==> config.mk <==
export PLATFORM = sky130hd
export DESIGN_NAME = nibble_serial_adder
export DESIGN_NICKNAME = d
export VERILOG_FILES = /design/src/rtl/nibble_serial_adder.sv
export SDC_FILE = /design/constraint.sdc
export NUM_CORES = 1
export LEC_CHECK = 0
export ABC_AREA = 1
export CAP_MARGIN = 20
export CORE_ASPECT_RATIO = 1.5
export CORE_MARGIN = 10
export CORE_UTILIZATION = 53
export CTS_BUF_LIST = sky130_fd_sc_hd__clkbuf_8
export CTS_CLUSTER_SIZE = 30
export DETAILED_ROUTE_END_ITERATION = 7
export HOLD_SLACK_MARGIN = 0.02
export PLACE_DENSITY = 0.82
export SLEW_MARGIN = 40
export SYNTH_ARGS = -nofsm -noshare
export SYNTH_HDL_FRONTEND = slang
export SYNTH_SLANG_ARGS = --single-unit
==> constraint.sdc <==
create_clock -name clk -period 3.44 [get_ports clk]
set_input_delay 0.688 -clock clk [delete_from_list [all_inputs] [get_ports clk]]
set_output_delay 0.688 -clock clk [all_outputs]
set_load 0.01 [all_outputs]
==> src/rtl/nibble_serial_adder.sv <==
// Nibble-serial adder: takes WIDTH-bit operands, adds one 4-bit
// carry-lookahead nibble per clock (LSB first) and holds the result until it is taken.
module nibble_serial_adder #(
  parameter int WIDTH = 16
) (
  input  logic             clk,
  input  logic             rst_n,
  input  logic             in_valid,
  output logic             in_ready,
  input  logic [WIDTH-1:0] a,
  input  logic [WIDTH-1:0] b,
  input  logic             cin,
  output logic             out_valid,
  input  logic             out_ready,
  output logic [WIDTH-1:0] sum,
  output logic             cout,
  output logic             ovf
);

  localparam int NIB = WIDTH / 4;
  localparam int IW  = (NIB > 1) ? $clog2(NIB) : 1;

  localparam logic [1:0] IDLE = 2'd0;
  localparam logic [1:0] ADD  = 2'd1;
  localparam logic [1:0] DONE = 2'd2;

  localparam logic [IW-1:0] IDX_ONE  = IW'(1);
  localparam logic [IW-1:0] IDX_LAST = IW'(NIB - 1);

  logic [1:0]       state;
  logic [WIDTH-1:0] a_q;
  logic [WIDTH-1:0] b_q;
  logic             carry_q;
  logic [IW-1:0]    idx;

  logic [3:0] a_n;
  logic [3:0] b_n;
  logic [3:0] g;
  logic [3:0] p;
  logic [4:0] c;
  logic [3:0] s;
  logic       last;

  // One 4-bit carry-lookahead slice; it is reused for every nibble in turn.
  always_comb begin
    // NOTE: every combinational output gets a default first so no path leaves it unassigned (no latch).
    a_n  = a_q[{idx, 2'b00} +: 4];
    b_n  = b_q[{idx, 2'b00} +: 4];
    g    = a_n & b_n;
    p    = a_n | b_n;
    c    = '0;
    s    = '0;
    c[0] = carry_q;
    for (int i = 0; i < 4; i++) begin
      c[i+1] = g[i] | (p[i] & c[i]);
      s[i]   = a_n[i] ^ b_n[i] ^ c[i];
    end
    last = (idx == IDX_LAST);
  end

  // Unused encoding 2'd3 behaves exactly like IDLE.
  assign in_ready  = (state != ADD) && (state != DONE);
  assign out_valid = (state == DONE);

  // NOTE: sequential state uses non-blocking assignments so every register samples pre-edge values.
  always_ff @(posedge clk or negedge rst_n) begin
    if (!rst_n) begin
      state   <= IDLE;
      a_q     <= '0;
      b_q     <= '0;
      carry_q <= 1'b0;
      idx     <= '0;
      sum     <= '0;
      cout    <= 1'b0;
      ovf     <= 1'b0;
    end else begin
      case (state)
        ADD: begin
          sum[{idx, 2'b00} +: 4] <= s;
          carry_q                <= c[4];
          if (last) begin
            cout  <= c[4];
            ovf   <= c[3] ^ c[4];
            idx   <= '0;
            state <= DONE;
          end else begin
            idx <= idx + IDX_ONE;
          end
        end
        DONE: begin
          if (out_ready) state <= IDLE;
        end
        default: begin
          if (in_valid) begin
            a_q     <= a;
            b_q     <= b;
            carry_q <= cin;
            sum     <= '0;
            idx     <= '0;
            state   <= ADD;
          end else begin
            state <= IDLE;
          end
        end
      endcase
    end
  end

endmodule

==> flow_summary.ini <==
[floorplanning]
fp.dieH_um = 109
core_area_mm2 = 0.00516
num_rows = 32
die_area_mm2 = 0.00868
fp.dieW_um = 79.5
io_pins = 57
initial_core_util = 0.545

[clock_tree]
numClockSinks = 55
cts_resized = 0
clk_pin_slew_worst_paths_ps = 90
clk_latency_ps = 310
cts_buffer_depth = 2
cts_tree = yes
post_cts_buffers = 0
numCtsBuffers = 5
postCtsHoldBufs = 0
clockRootBuffer = clkbuf_8
htree_levels = 2

[synth]
yosys-top-cells-area = dfrtp_1 (49%), nand2_1 (19%), nand3_1 (7.8%)
synth_fp_nets = 410
syn_area_mm2 = 0.00281
yosysWarnings = 0
ys_seq_area_frac = 0.489
netlist_instances = 363
synth_top_area_frac = 0.489
yosys.area.top_type = dfrtp_1
ys_ff_latch = 55
yosysUniqueCellTypes = 20
postSynthAreaPerCell_um2 = 7.75

[power_and_ir_drop]
power_density_mw_per_mm2 = 859
power_mw = 3.02
pwr-share-seq = 0.338
vdd_ir_drop_max_uv = 431
clock_power_share = 0.128
p_leak_nw = 1.79
p_sw_mw = 1.34
p_sw_frac = 0.444
combinationalPowerShare = 0.534
p_int_mw = 1.68

[outcome]
outcome = finished, final reports clean

[global_route]
grt_max_degree = 41
grt_pass1_vias = 2455
grt_pass1_wl_um = 10800
overflow = 0
antenna_found_initial = 0
groute.usage.overall = 0.153

[job]
drv_cap = 0

[drt]
wl_per_cell_um = 13.2
routed_via_density = 5.03
routed_wl_um = 6410
first_pass_iters = 4
drt_iter0_markers = 100
dr_total_vias = 2444
antenna_left = 0
drc_errors = 0

[timing]
post-route-period-util = 0.837
fmax_ghz = 0.347
relSlewSlack = 0.671
rsz0062_at_grt = no
setup_ws_ps = 560
worst_pin_slew_ps = 494
hold_ws_ps = 338
fin_skew_ps = 5.64
finalHoldViolations = 0
finalSetupTns_ps = 0
slew_viol_final = 0
period_minus_slack_ps = 2880
setup-violations-final = 0

[place]
pre_cts_slack_ps = 589
dp_cells = 478
dp_hpwl_um = 5030
io_buffers = 56
dpl_cell_area_mm2 = 0.00341
gp_congestion = 0.898

[setup_path]
r2r_cells = 13
worst-setup-path-type = reg -> reg
required_ps = 3650
crit_fanout = 24
crit_arrival_ps = 3090
start_kind = register
cp-end-kind = register

[layout]
fin_util = 0.680
fin_area_mm2 = 0.00351
layout_common_cells = nand2_1 (146), dfrtp_1 (55), clkdlybuf4s50_1 (55), nand3_1 (44), nor2_1 (31)
nNetsFinal = 464
syn_to_final_growth_pct = 24.8
final_common_cell = nand2_1
diodes = 0
fin_cells = 486
drive_above_1_share = 0.0670

[worst_hold_path]
hp-class = in -> async
==> flip-flops by register name, indices dropped and copies added (netlist names) <==
signal,count
carry_q,1
sum,16
b_q,16
idx,2
cout,1
ovf,1
state,2
a_q,16
==> worst paths after layout <==
| path | from | endpoint | slack [ps] |
|---|---|---|---|
| hold reg to reg | a_q[3]$_DFFE_PN0P_ | a_q[3]$_DFFE_PN0P_ | 480 |
| setup reg to reg | idx[0]$_DFFE_PN0P_ | sum[7]$_DFFE_PN0P_ | 560 |
| setup / recovery | idx[0]$_DFFE_PN0P_ | sum[7]$_DFFE_PN0P_ | 560 |
| hold / removal | rst_n | sum[5]$_DFFE_PN0P_ | 340 |
| min in group clk | a_q[3]$_DFFE_PN0P_ | a_q[3]$_DFFE_PN0P_ | 480 |
| max in group asynchronous | rst_n | a_q[4]$_DFFE_PN0P_ | 2510 |
==> logic make-up (layout without fill, tap and decap cells) <==
logic type,after synthesis,in the layout,synth area share
xor+xnor,1,1,0.00311
simple gates,230,230,0.340
compound gates,25,25,0.0445
buf+inv,42,97,0.0680
fa+ha+maj,10,10,0.0551
flops,55,55,0.489
==> area by class of cell <==
type	count	area, µm²
Tap cell	68	85.1
Clock buffer	7	96.3
Timing Repair Buffer	62	603
Fill cell	433	1650
Inverter	27	101
Multi-Input combinational cell	266	1250
Clock inverter	1	3.75
Sequential cell	55	1380
==> cell usage after synthesis, drive strengths merged <==
library cell / n
ha: 6
xnor2: 1
o21ai: 17
inv: 27
nor2: 32
a21oi: 8
buf: 15
nand4: 1
nand3: 47
dfrtp: 55
fa: 4
nand2: 150
==> critical path, stage by stage (launching register included) <==
cell and delay, ps:
dfrtp_1 400, inv_2 280, nand2_1 90, nand3_1 80, nand2_1 70, fa_1 410
fa_1 370, inv_1 80, fa_1 220, fa_1 490, nand3_1 140, nor2_1 50
nand2_1 60, nand2_1 40
==> metal layers <==
layer,part of all wire,global-route usage,wire length [µm],vias to the layer above
li1,-,-,-,1241
met3,0.042,0.0338,266,16
met2,0.54,0.280,3450,52
met1,0.39,0.161,2510,1135
met4,0.029,0.0733,184,0
met5,0,0,0,-
==> power by group through the flow <==
stage / Combinational, mW / Clock (mW) / Sequential, mW
5_1_grt: 1.84 / 0.410 / 1.05
6_report: 1.61 / 0.386 / 1.02
2_1_floorplan: 1.18 / 0 / 1.00
3_5_place_dp: 1.61 / 0 / 1.03
3_3_place_gp: 1.58 / 0 / 1.03
4_1_cts: 1.62 / 0.392 / 1.02
(Power assumes the default switching activity.)
